==> src/rtl/time_keeper.sv <==
// BCD hh:mm:ss time-of-day counter with a one-second prescaler, 12/24-hour modes,
// hour conversion on mode change and validated loads from the time-setting block.
module time_keeper #(
    parameter int unsigned TICKS_PER_SEC = 1000
) (
    input  logic       CLK,
    input  logic       RST,
    input  logic       mode,
    input  logic       load_en,
    input  logic [7:0] setHour,
    input  logic [7:0] setMinute,
    input  logic       setPm,
    output logic [7:0] hour,
    output logic [7:0] minute,
    output logic [7:0] second,
    output logic       pm,
    output logic       sec_pulse,
    output logic       min_pulse,
    output logic       load_err
);

    localparam int unsigned PW = (TICKS_PER_SEC > 1) ? $clog2(TICKS_PER_SEC) : 1;
    localparam logic [PW-1:0] PRESC_LAST = PW'(TICKS_PER_SEC - 1);

    function automatic logic [7:0] bcd_inc(input logic [7:0] v);
        return (v[3:0] == 4'd9) ? {v[7:4] + 4'd1, 4'd0} : {v[7:4], v[3:0] + 4'd1};
    endfunction

    function automatic logic [4:0] bcd_to_bin(input logic [7:0] v);
        return 5'(v[7:4] * 4'd10 + 5'(v[3:0]));
    endfunction

    function automatic logic [7:0] bin_to_bcd(input logic [4:0] b);
        return {4'(b / 5'd10), 4'(b % 5'd10)};
    endfunction

    logic [PW-1:0] presc, presc_n;
    logic          mode_q, mode_q_n;
    logic [7:0]    hour_n, minute_n, second_n;
    logic          pm_n, sec_pulse_n, min_pulse_n, load_err_n;
    logic          tick, digits_ok, hour_ok, load_ok;
    logic [4:0]    hour_bin;

    assign tick     = (presc == PRESC_LAST);
    assign hour_bin = bcd_to_bin(hour);

    // Nibbles are range-checked first so plain byte compares are valid BCD compares.
    assign digits_ok = (setHour[3:0] <= 4'd9) && (setHour[7:4] <= 4'd9) &&
                       (setMinute[3:0] <= 4'd9) && (setMinute <= 8'h59);
    assign hour_ok   = mode ? ((setHour >= 8'h01) && (setHour <= 8'h12)) : (setHour <= 8'h23);
    assign load_ok   = digits_ok && hour_ok;

    always_comb begin
        presc_n     = tick ? '0 : presc + PW'(1);
        mode_q_n    = mode_q;
        hour_n      = hour;
        minute_n    = minute;
        second_n    = second;
        pm_n        = pm;
        sec_pulse_n = 1'b0;
        min_pulse_n = 1'b0;
        load_err_n  = 1'b0;

        if (load_en) begin
            if (load_ok) begin
                hour_n   = setHour;
                minute_n = setMinute;
                second_n = 8'h00;
                pm_n     = mode & setPm;
                presc_n  = '0;
                mode_q_n = mode;
            end else begin
                load_err_n = 1'b1;
            end
        end else if (mode != mode_q) begin
            // Mode change: convert the stored hour; any tick this cycle is dropped.
            mode_q_n = mode;
            if (mode) begin
                if (hour_bin == 5'd0) begin
                    hour_n = 8'h12;
                    pm_n   = 1'b0;
                end else if (hour_bin < 5'd12) begin
                    pm_n   = 1'b0;
                end else if (hour_bin == 5'd12) begin
                    pm_n   = 1'b1;
                end else begin
                    hour_n = bin_to_bcd(hour_bin - 5'd12);
                    pm_n   = 1'b1;
                end
            end else begin
                if (hour == 8'h12)
                    hour_n = pm ? 8'h12 : 8'h00;
                else if (pm)
                    hour_n = bin_to_bcd(hour_bin + 5'd12);
                pm_n = 1'b0;
            end
        end else if (tick) begin
            sec_pulse_n = 1'b1;
            if (second == 8'h59) begin
                second_n    = 8'h00;
                min_pulse_n = 1'b1;
                if (minute == 8'h59) begin
                    minute_n = 8'h00;
                    if (mode_q) begin
                        if (hour == 8'h12) begin
                            hour_n = 8'h01;
                        end else begin
                            hour_n = bcd_inc(hour);
                            if (hour == 8'h11)
                                pm_n = ~pm;
                        end
                    end else begin
                        hour_n = (hour == 8'h23) ? 8'h00 : bcd_inc(hour);
                    end
                end else begin
                    minute_n = bcd_inc(minute);
                end
            end else begin
                second_n = bcd_inc(second);
            end
        end
    end

    always_ff @(posedge CLK or posedge RST) begin
        if (RST) begin
            presc     <= '0;
            mode_q    <= 1'b0;
            hour      <= 8'h00;
            minute    <= 8'h00;
            second    <= 8'h00;
            pm        <= 1'b0;
            sec_pulse <= 1'b0;
            min_pulse <= 1'b0;
            load_err  <= 1'b0;
        end else begin
            presc     <= presc_n;
            mode_q    <= mode_q_n;
            hour      <= hour_n;
            minute    <= minute_n;
            second    <= second_n;
            pm        <= pm_n;
            sec_pulse <= sec_pulse_n;
            min_pulse <= min_pulse_n;
            load_err  <= load_err_n;
        end
    end

endmodule

==> config.mk <==
export PLATFORM = sky130hd
export DESIGN_NAME = time_keeper
export DESIGN_NICKNAME = d
export VERILOG_FILES = /design/src/rtl/time_keeper.sv
export SDC_FILE = /design/constraint.sdc
export NUM_CORES = 1
export LEC_CHECK = 0
export BUFFER_PORTS_ARGS = -buffer_cell sky130_fd_sc_hd__buf_2
export CAP_MARGIN = 20
export CORE_MARGIN = 1
export CORE_UTILIZATION = 58
export CTS_CLUSTER_DIAMETER = 60
export CTS_CLUSTER_SIZE = 12
export DETAILED_ROUTE_END_ITERATION = 8
export GPL_ROUTABILITY_DRIVEN = 0
export GPL_TIMING_DRIVEN = 0
export PLACE_DENSITY = 0.89
export SLEW_MARGIN = 5
export SYNTH_ARGS = -nofsm -noshare
export SYNTH_HDL_FRONTEND = slang
export SYNTH_SLANG_ARGS = --single-unit
==> constraint.sdc <==
create_clock -name CLK -period 6.1 [get_ports CLK]
set_clock_uncertainty 0.15 [all_clocks]
set_input_delay 0.61 -clock CLK [delete_from_list [all_inputs] [get_ports CLK]]
set_output_delay 0.61 -clock CLK [all_outputs]
set_load 0.1 [all_outputs]
# After elaboration in Yosys (flattened, before gate mapping)
# Cells that the tools add are included.
# word_totals
reg_bits	39
input_bits	21
out_inout_bits	28
word_cells	134
# classes
n_addsub	10
multipliers	1
n_div	4
magnitude_cmp	8
n_eq_ne	17
mux	58
n_bitwise	2
n_reduce_logical	23
# op_table
operator	count
8-bit 2-to-1 mux	29
10-bit 2-to-1 mux	3
1-bit 2-to-1 mux	25
4-bit by 1-bit adder with 4-bit output (second input constant)	6
3-bit nonzero test	7
8-bit by 5-bit == test with 1-bit output (second input constant)	2
8-bit by 7-bit == test with 1-bit output (second input constant)	2
7-bit AND reduction	2
4-bit == test (second input constant)	3
4-bit less-or-equal comparator (second input constant)	3
10-bit by 1-bit adder with 10-bit output (second input constant)	1
5-bit by 4-bit divider with 5-bit output (second input constant)	2
10-bit == test (second input constant)	1
5-bit by 4-bit remainder unit with 5-bit output (second input constant)	2
5-bit != test (second input constant)	2
8-bit by 6-bit == test with 1-bit output (second input constant)	1
8-bit by 1-bit >= comparator with 1-bit output (second input constant)	1
8-bit by 5-bit less-or-equal comparator with 1-bit output (second input constant)	1
8-bit by 6-bit less-or-equal comparator with 1-bit output (second input constant)	1
8-bit by 7-bit less-or-equal comparator with 1-bit output (second input constant)	1
4-bit AND reduction	2
2-bit nonzero test	3
5-bit by 4-bit adder with 5-bit output	1
5-bit by 4-bit adder with 5-bit output (second input constant)	1
other kinds (17)	21

# Longest topological paths before layout
# Gate-level depths: netlist of run 1.
# logic_depth
depth_word	10
ltp_mapped	15
ltp_nobuf	15

# Worst setup path before layout of run 1
# No wires, ideal clock.
# synth_path
kind	reg2reg
startpoint	reg hour[4]
endpoint	reg hour[2]
setup_ps	87
t_arrival_ps	4727
t_required_ps	5863
slack_ps	1136
stages_incl_launch_ff	16
n_path_buf	0
synth_period_minus_slack_ps	4964
path_cell_list	dfrtp_1 ha_1 inv_1 fa_1 xnor2_1 inv_1 ha_1 xnor2_1 xnor2_1 nand2_1 xnor2_1 ha_1 or2_2 o32ai_1 mux2_2 o211ai_1
# synth_between
elab_chain_cells	10
elab_cells_between_ends	29
cone_classes	add/sub: 3; mul: 1; div: 2; order compare: 1; eq/ne: 6; mux: 14; reduce/logical: 2
# synth_rtl
element	line_no	text
start, declared	13	output logic [7:0] hour,
start signal, assigned	138	hour <= hour_n;
4-bit by 3-bit multiplier with 4-bit output	30	return 5'(v[7:4] * 4'd10 + 5'(v[3:0]));
5-bit by 4-bit adder with 5-bit output	30	
5-bit by 4-bit subtractor with 5-bit output	87	hour_n = bin_to_bcd(hour_bin - 5'd12);
5-bit by 4-bit remainder unit with 5-bit output	34	return {4'(b / 5'd10), 4'(b % 5'd10)};
8-bit 2-to-1 mux	84	end else if (hour_bin == 5'd12) begin
8-bit 2-to-1 mux	82	end else if (hour_bin < 5'd12) begin
8-bit 2-to-1 mux	79	if (hour_bin == 5'd0) begin
8-bit 2-to-1 mux	78	if (mode) begin
8-bit 2-to-1 mux	75	end else if (mode != mode_q) begin
8-bit 2-to-1 mux	64	if (load_en) begin
# Parallel ways exist; a longest one is shown, timed or not. The select of a mux whose other input is x is not followed.
# A chain may end at the register's enable or synchronous reset.

# Worst setup path in the final report of run 1
# Ends and elaborated chain as after synthesis.

==> metrics.yaml, run 1 <==
global_route:
  antenna_found_initial: 0
  grt_pass1_wl_mm: 14.93
  grt_pass1_vias: 3125
  overflow: 0
  grt_max_degree: 40
  grt_usage: 0.3068
setup_path:
  max_stage_delay_ns: 0.58
  cp_top_family: "XOR/XNOR gates"
  critPathKind: "register to register"
  start_kind: "register"
  crit_path_end_kind: "register"
  crit_slowest_cell: "xnor2_1"
  crit_required_ns: 6.17
  crit_path_frequent_cell: "xnor2_1"
  worstPathCellList: "ha_1, inv_1, fa_1, xnor2_1, inv_1, ha_1, xnor2_1, xnor2_1, nand2_1, xnor2_1, ha_1, or2_2, o32ai_1, mux2_2, o211ai_1"
  path_max_fanout: 9
  path_buf_inv: 2
  crit_arrival_ns: 5.31
clocking:
  h-tree-depth: 2
  cts_max_path_buffers: 2
  clk-insertion-delay-late_ns: 0.30
  path_clk_slew_ns: 0.08
  cts-buffers-inserted: 5
  cts_tree: "built"
  cts.repair_timing.setup_buffer_count: 0
  root_buffer: "clkbuf_8"
  clock_sinks: 39
  ctsResizeCount: 0
  hold_buffers: 0
run_status:
  outcome: "finished clean"
sta:
  rsz0062_at_grt: "no"
  drv_slew: 0
  slew_headroom: 0.4334
  setup_violations: 0
  post-route-period-util: 0.8581
  tightest_slew_ns: 0.8286
  hold_violations: 0
  fmax_ghz: 0.1910
  post-route-min-period_ns: 5.235
  fin_setup_tns_ns: 0
logic_synthesis:
  syn_inst: 410
  synth_warnings: 0
  netlist_area_um2: 3393
  synth_flop_cell: "dfrtp_1"
  avgSynthCellArea_um2: 8.276
  ys_seq_elements: 39
  ys_types: 65
  synth_edf_count: 0
  syn_nets: 459
  ys_seq_area_frac: 0.2876
  async_reset_ff_frac: 1.000
place:
  dp_cells: 528
  dp_hpwl_mm: 6.683
  port_buffers: 46
routing:
  routed_wl_mm: 9.054
  vias: 3342
  route.detailed.drc: 0
  antenna_left: 0
  drt_iter0_markers: 276
  drt-pass1-iter-count: 7
  wl_per_cell_um: 16.89
  routed_via_density: 6.235
finish:
  final.fill_count: 466
  syn_to_final_growth_pct: 12.91
  layout.area.seq_um2: 975.9
  layout-drive-gt1-share: 0.1552
  multi_input_area_um2: 2278
  nets: 512
  diodes: 0
  stdcell_count: 536
die:
  die_w_um: 78.49
  ios: 49
  core_um2: 5574
  initial_core_util: 0.6088
  dieArea_um2: 6161
  num_rows: 27
  dieHeight_um: 78.49
worst_hold_path:
  hp-class: "input port to async pin"
job:
  drv_cap: 0
==> kinds of logic after synthesis <==
family,share of synthesized area
and+or+nand+nor,0.2367
AOI/OAI and AO/OA,0.2360
DFF,0.2876
buffers and inverters,0.04093
adders and majority gates,0.1055
xor gates and xnor gates,0.07743
muxes,0.01585
==> routing by layer <==
layer  GRT usage  routed length [µm]
met1      0.3777                3753
met2      0.5360                4621
met3     0.05000                 446
met4      0.1148                 233
met5           0                   0
==> state kept, by name (all words and copies together), names as in the netlist <==
signal,cells
presc,10
hour,8
minute,8
second,8
load_err,1
min_pulse,1
mode_q,1
pm,1
sec_pulse,1
==> synthesized netlist by cell type, drive strengths merged, types with 5 or more instances <==
| master | count | area (µm²) |
|---|---|---|
| a21oi | 27 | 135.1 |
| or3 | 7 | 48.80 |
| nor2 | 38 | 142.6 |
| nor2b | 9 | 56.30 |
| nand2 | 42 | 157.7 |
| o21ai | 31 | 158.9 |
| dfrtp | 39 | 975.9 |
| a211oi | 9 | 80.08 |
| nor3b | 6 | 45.04 |
| ha | 27 | 337.8 |
| nand3 | 14 | 70.07 |
| xor2 | 7 | 61.31 |
| nor3 | 12 | 60.06 |
| clkbuf | 15 | 56.30 |
| inv | 21 | 78.83 |
| xnor2 | 12 | 105.1 |
| or2 | 5 | 31.28 |
| o31ai | 7 | 52.55 |
| a31oi | 6 | 37.54 |
==> cell type report <==
type	count	area share
tap	72	0.02351
sequential	39	0.2547
clock buffer	6	0.02155
timing repair buffer	46	0.06009
clock inverter	2	0.009144
multi-input combinational	334	0.5947
inverter	22	0.02155
buffer	15	0.01470
==> worst register-to-register path: cells and delay by family (launching register included) <==
kind	cells	cell delay, ns
mux	1	0.42
xor+xnor	4	1.36
fa+ha+maj	4	1.19
flops	1	0.57
simple gates	2	0.46
compound gates	2	0.66
buf+inv	2	0.33
==> per-stage QoR <==
stage	hold slack, ns	instance area, µm²	worst slack, ns	util
finish	0.3104	3831	0.8653	0.6873
global route	0.3566	3831	0.5006	0.6873
CTS	0.3154	3831	0.9249	0.6873
detailed placement	0.3049	3714	0.9507	0.6662
global placement	0.2958	3714	1.203	0.6662
floorplan	0.2829	3393	1.136	-
==> layout by cell type (no fill, tap or decap), types with 12 or more instances in the layout <==
cell,n
nor3_1,12
o21ai_0,30
inv_1,20
nand2_1,42
ha_1,27
a21oi_1,27
nor2_1,38
dfrtp_1,39
buf_2,46
nand3_1,14
xnor2_1,12
clkbuf_1,15
==> path summary, 6_finish.rpt <==
path	from	to	slack [ns]	depth (start not counted)
max	hour[4]	hour[2]	0.87	15
min	RST	second[5]	0.31	2
max reg2reg	hour[4]	hour[2]	0.87	15
min reg2reg	presc[0]	presc[0]	0.31	1
max in group asynchronous	RST	minute[0]	4.96	2
min in group CLK	presc[0]	presc[0]	0.31	1
Power of run 1 is left out: the tool's default activity adds up to more than one toggle a clock period on the data nets, which glitch-free logic cannot reach.
==> inputs of run 2 (changes only) <==
==> constraint.sdc (replaced) <==
create_clock -name CLK -period 4.9 [get_ports CLK]
set_clock_uncertainty 0.15 [all_clocks]
set_input_delay 0.49 -clock CLK [delete_from_list [all_inputs] [get_ports CLK]]
set_output_delay 0.49 -clock CLK [all_outputs]
set_load 0.1 [all_outputs]
==> run 2 against run 1 <==
Compared with the run above:
- wire length is 2.8% lower
- utilization is 0.92 points higher
- sequential share of layout area is 0.27 points lower
- non-clock buffer count stayed put
- critical path depth is 1 lower
- fmax is 16% higher
- first-iteration DRC count is 25% higher
- worst setup slack worse by 0.47 ns
==> metrics.yaml, run 2 (synthesis results as in run 1) <==
run_status:
  outcome: "finished clean"
setup_path:
  crit_path_end_kind: "register"
  cp-startpoint: "hour[4]"
  r2r_slack_ns: 0.40  # -0.47 ns
  crit_arrival_ns: 4.57  # -0.74 ns
  path_max_fanout: 9  # unchanged
  critPathKind: "register to register"
  start_kind: "register"
  crit_required_ns: 4.96  # -1.21 ns
  worstReg2RegStart: "hour[4]"
clocking:
  path_clk_slew_ns: 0.08  # about the same
  cts_max_path_buffers: 2  # unchanged
  hold_buffers: 0  # unchanged
  cts_tree: "built"
  clock_sinks: 39  # unchanged
  h-tree-depth: 2  # unchanged
  clk-insertion-delay-late_ns: 0.30  # about the same
  cts-buffers-inserted: 5  # unchanged
  cts.repair_timing.setup_buffer_count: 0  # unchanged
  root_buffer: "clkbuf_8"
place:
  placed_area_um2: 3716  # about the same
  dp_hpwl_mm: 6.588  # -1.4%
  port_buffers: 46  # unchanged
finish:
  largest_reg_flops: 10  # unchanged
  layout-drive-gt1-share: 0.1638  # +0.008621
  nets: 512  # unchanged
  syn_to_final_growth_pct: 14.42
  design_area_um2: 3882  # +1.3%
  final_common_cell: "buf_2"
  final.fill_count: 455  # -2.4%
  layout_common_cells: "buf_2 (46), nand2_1 (42), nor2_1 (38)"
  diodes: 0  # unchanged
  registers.top_by_ff_count: "presc"
  fin_util: 0.6965  # +0.009203
die:
  num_rows: 27  # unchanged
  dieHeight_um: 78.49  # unchanged
  dieArea_um2: 6161  # unchanged
  core_um2: 5574  # unchanged
  die_w_um: 78.49  # unchanged
  initial_core_util: 0.6088  # unchanged
  ios: 49  # unchanged
routing:
  drt-pass1-iter-count: 5  # -2
  route.detailed.drc: 0  # unchanged
  routed_wl_mm: 8.797  # -2.8%
  wl_per_cell_um: 16.41  # -2.8%
  routed_via_density: 6.338  # +1.6%
  drt_iter0_markers: 345  # +25%
  antenna_left: 0  # unchanged
  vias: 3397  # +1.6%
global_route:
  grt_pass1_wl_mm: 14.25  # -4.6%
  antenna_found_initial: 0  # unchanged
  grt_usage: 0.2916  # -0.01515
  grt_max_degree: 40  # unchanged
  grt_pass1_vias: 3087  # -1.2%
  overflow: 0  # unchanged
sta:
  tightest_slew_ns: 0.9349  # +0.1063 ns
  fin_setup_tns_ns: 0  # unchanged
  fmax_ghz: 0.2220  # +16%
  setup_violations: 0  # unchanged
  rsz0062_at_grt: "no"
  hold_violations: 0  # unchanged
  post-route-min-period_ns: 4.504  # -0.7304 ns
  post-route-period-util: 0.9192  # +0.06109
  slew_headroom: 0.3606  # -0.07272
  drv_slew: 0  # unchanged
worst_hold_path:
  hp-class: "input port to async pin"
job:
  drv_cap: 0  # unchanged
[run 2: final timing paths]
| path | endpoint | cells past startpoint |
|---|---|---|
| min in group CLK | presc[0] | 1 |
| min | minute[4] | 2 |
| max in group asynchronous | hour[4] | 2 |
| max reg2reg | hour[2] | 14 |
| min reg2reg | presc[0] | 1 |
| max | hour[2] | 14 |
[run 2: what timing repair did]
item                                    in CTS  in global routing
resized for setup                            1                  3
gates cloned                                 0                  0
pin swaps                                    0                  0
hold endpoints to repair                     0                  0
endpoints found under the setup margin       2                  2
[run 2: layer usage]
metal / GRT usage / vias to the layer above / routed length, µm / share of wire
met1: 0.3546 / 1629 / 3618 / 0.41
met5: 0 / - / 0 / 0
met2: 0.5114 / 138 / 4430 / 0.50
li1: - / 1602 / - / -
met3: 0.05000 / 28 / 485 / 0.055
met4: 0.1130 / 0 / 263 / 0.030
[run 2: critical path: stages (launching register included)]
cell and delay [ns]:
dfrtp_2 0.49, ha_1 0.32, ha_1 0.40, xnor2_4 0.33, inv_1 0.18, ha_1 0.27, xnor2_1 0.33, xnor2_2 0.21
nand2_1 0.16, xnor2_1 0.19, ha_1 0.22, or2_2 0.31, o32ai_2 0.29, mux2_2 0.39, o211ai_1 0.16
[run 2: per-stage QoR]
stage | setup WS (ns) | hold WS, ns | cells
CTS | 0.1452 | 0.2299 | 536
global route | 0.1366 | 0.2731 | 536
floorplan | 0.005512 | 0.2829 | 410
detailed placement | -0.09054 | 0.3153 | 528
finish | 0.3957 | 0.2027 | 536
global placement | 0.1009 | 0.2966 | 528
[run 2: area by class of cell]
class | count | area, µm² | share of cell area
Buffer | 15 | 56.30 | 0.01450
Clock buffer | 6 | 72.57 | 0.01869
Clock inverter | 2 | 60.06 | 0.01547
Inverter | 22 | 82.58 | 0.02127
Multi-Input combinational cell | 334 | 2312 | 0.5956
Sequential cell | 39 | 978.4 | 0.2520
Tap cell | 72 | 90.09 | 0.02320
Timing Repair Buffer | 46 | 230.2 | 0.05930
Power of run 2 is left out for the same reason.
==> inputs of run 3 (changes only) <==
--- a/config.mk
+++ b/config.mk
@@ -8,13 +8,14 @@
 export BUFFER_PORTS_ARGS = -buffer_cell sky130_fd_sc_hd__buf_2
 export CAP_MARGIN = 20
 export CORE_MARGIN = 1
-export CORE_UTILIZATION = 58
+export CORE_UTILIZATION = 55
+export CTS_BUF_LIST = sky130_fd_sc_hd__clkbuf_16
 export CTS_CLUSTER_DIAMETER = 60
 export CTS_CLUSTER_SIZE = 12
 export DETAILED_ROUTE_END_ITERATION = 8
 export GPL_ROUTABILITY_DRIVEN = 0
 export GPL_TIMING_DRIVEN = 0
-export PLACE_DENSITY = 0.89
+export PLACE_DENSITY = 0.85
 export SLEW_MARGIN = 5
 export SYNTH_ARGS = -nofsm -noshare
 export SYNTH_HDL_FRONTEND = slang
==> run 3 against run 2 <==
Compared with the run above:
- sequential share of layout area about the same
- hold slack better by 0.0050 ns
- critical path type unchanged
- clock-buffer cell count decreased by 1
- utilization is 4.0 points lower
==> metrics.yaml, run 3 (synthesis results as in run 1) <==
run_status:
  outcome: "finished clean"
worst_hold_path:
  hp-class: "input port to async pin"
routing:
  wl_per_cell_um: 15.94  # -2.9%
  route.detailed.drc: 0  # unchanged
  routed_via_density: 6.187  # -2.4%
  drt-pass1-iter-count: 5  # unchanged
  drt_iter0_markers: 224  # -35%
  antenna_left: 0  # unchanged
  vias: 3335  # -1.8%
  routed_wl_mm: 8.591  # -2.3%
job:
  drv_cap: 0  # unchanged
setup_path:
  path_max_fanout: 9  # unchanged
  crit_arrival_ns: 4.55  # -0.02 ns
  start_kind: "register"
  critPathKind: "register to register"
  crit_path_end_kind: "register"
  crit_required_ns: 4.91  # -0.05 ns
global_route:
  grt_pass1_wl_mm: 14.07  # -1.3%
  antenna_found_initial: 0  # unchanged
  grt_usage: 0.2767  # -0.01489
  grt_max_degree: 40  # unchanged
  overflow: 0  # unchanged
  grt_pass1_vias: 3038  # -1.6%
die:
  core_um2: 5921  # +6.2%
  ios: 49  # unchanged
  dieArea_um2: 6488  # +5.3%
  die_w_um: 80.55  # +2.6%
  initial_core_util: 0.5731  # -0.03563
  num_rows: 28  # +3.7%
  dieHeight_um: 80.55  # +2.6%
sta:
  slew_headroom: 0.4433  # +0.08267
  drv_slew: 0  # unchanged
  post-route-min-period_ns: 4.545  # +0.04066 ns
  post-route-period-util: 0.9275  # +0.008297
  hold_violations: 0  # unchanged
  fmax_ghz: 0.2200  # -0.89%
  rsz0062_at_grt: "no"
  setup_violations: 0  # unchanged
  tightest_slew_ns: 0.8140  # -0.1209 ns
finish:
  final.fill_count: 498  # +9.5%
  nets: 512  # unchanged
  layout.area.seq_um2: 978.4  # unchanged
  diodes: 0  # unchanged
  stdcell_count: 539  # +0.56%
  final_common_cell: "buf_2"
  fin_util: 0.6564  # -0.04014
  largest_reg_flops: 10  # unchanged
  multi_input_area_um2: 2305  # -0.32%
  layout-drive-gt1-share: 0.1638  # unchanged
  syn_to_final_growth_pct: 14.53  # about the same
  layout_common_cells: "buf_2 (46), nand2_1 (42), nor2_1 (38)"
  registers.top_by_ff_count: "presc"
clocking:
  cts_max_path_buffers: 2  # unchanged
  cts.repair_timing.setup_buffer_count: 0  # unchanged
  cts-buffers-inserted: 5  # unchanged
  path_clk_slew_ns: 0.06  # -0.02 ns
  ctsResizeCount: 1  # unchanged
  clock_sinks: 39  # unchanged
  hold_buffers: 0  # unchanged
  h-tree-depth: 2  # unchanged
  clk-insertion-delay-late_ns: 0.28  # -0.02 ns
  cts_tree: "built"
  root_buffer: "clkbuf_16"
place:
  dp_hpwl_mm: 6.490  # -1.5%
  dp_cells: 531  # +0.57%
  port_buffers: 46  # unchanged
run 3: cell count changes in the layout (fill, tap and decap cells not counted):
cell | previous run | this run
clkbuf_8 | 5 | 0
xnor2_1 | 10 | 11
clkbuf_1 | 16 | 15
clkbuf_16 | 0 | 5
xnor2_2 | 1 | 0
bufinv_16 | 2 | 0
clkinv_2 | 0 | 3
run 3: path summary, 6_finish.rpt:
kind / start / end / slack (ns) / depth (start not counted)
setup / recovery: hour[4] / hour[4] / 0.36 / 15
hold / removal: RST / sec_pulse / 0.21 / 2
setup reg to reg: hour[4] / hour[4] / 0.36 / 15
hold reg to reg: presc[0] / presc[0] / 0.31 / 1
max in group asynchronous: RST / hour[4] / 3.83 / 2
min in group CLK: presc[0] / presc[0] / 0.31 / 1
run 3: metal layers:
layer / share of wire / wire length [µm] / global-route usage
met5: 0 / 0 / 0
met4: 0.020 / 175 / 0.1036
met3: 0.056 / 479 / 0.03409
met2: 0.51 / 4413 / 0.4992
met1: 0.41 / 3523 / 0.3319
run 3: metrics by stage:
step | TNS [ns] | instance area, µm² | hold WS, ns | setup slack (ns)
3_5_place_dp | -0.07268 | 3720 | 0.3045 | -0.06543
3_3_place_gp | 0 | 3720 | 0.2969 | 0.07620
6_report | 0 | 3886 | 0.2077 | 0.3551
5_1_grt | 0 | 3886 | 0.2910 | 0.09306
2_1_floorplan | 0 | 3396 | 0.2829 | 0.005512
4_1_cts | 0 | 3867 | 0.2507 | 0.1561
run 3: worst max-delay path, cell delays in order (launching register included):
cell and delay (ns):
dfrtp_2 0.48, ha_1 0.24, inv_1 0.07, fa_1 0.45, xnor2_4 0.29, inv_1 0.18, ha_1 0.28, xnor2_1 0.28
xnor2_1 0.26, nand2_1 0.18, xnor2_1 0.19, ha_1 0.22, or2_2 0.31, o32ai_2 0.29, nor4b_1 0.41, o41ai_1 0.13
run 3: final cells by class:
cell class,instances,area share
repair buffers,46,0.05924
clock inverters,3,0.003863
plain buffers,15,0.01449
multi-input cells,334,0.5930
clock buffers,5,0.03220
flip-flops and latches,39,0.2518
inverters,22,0.02125
well taps,75,0.02415
Power of run 3 is left out for the same reason.
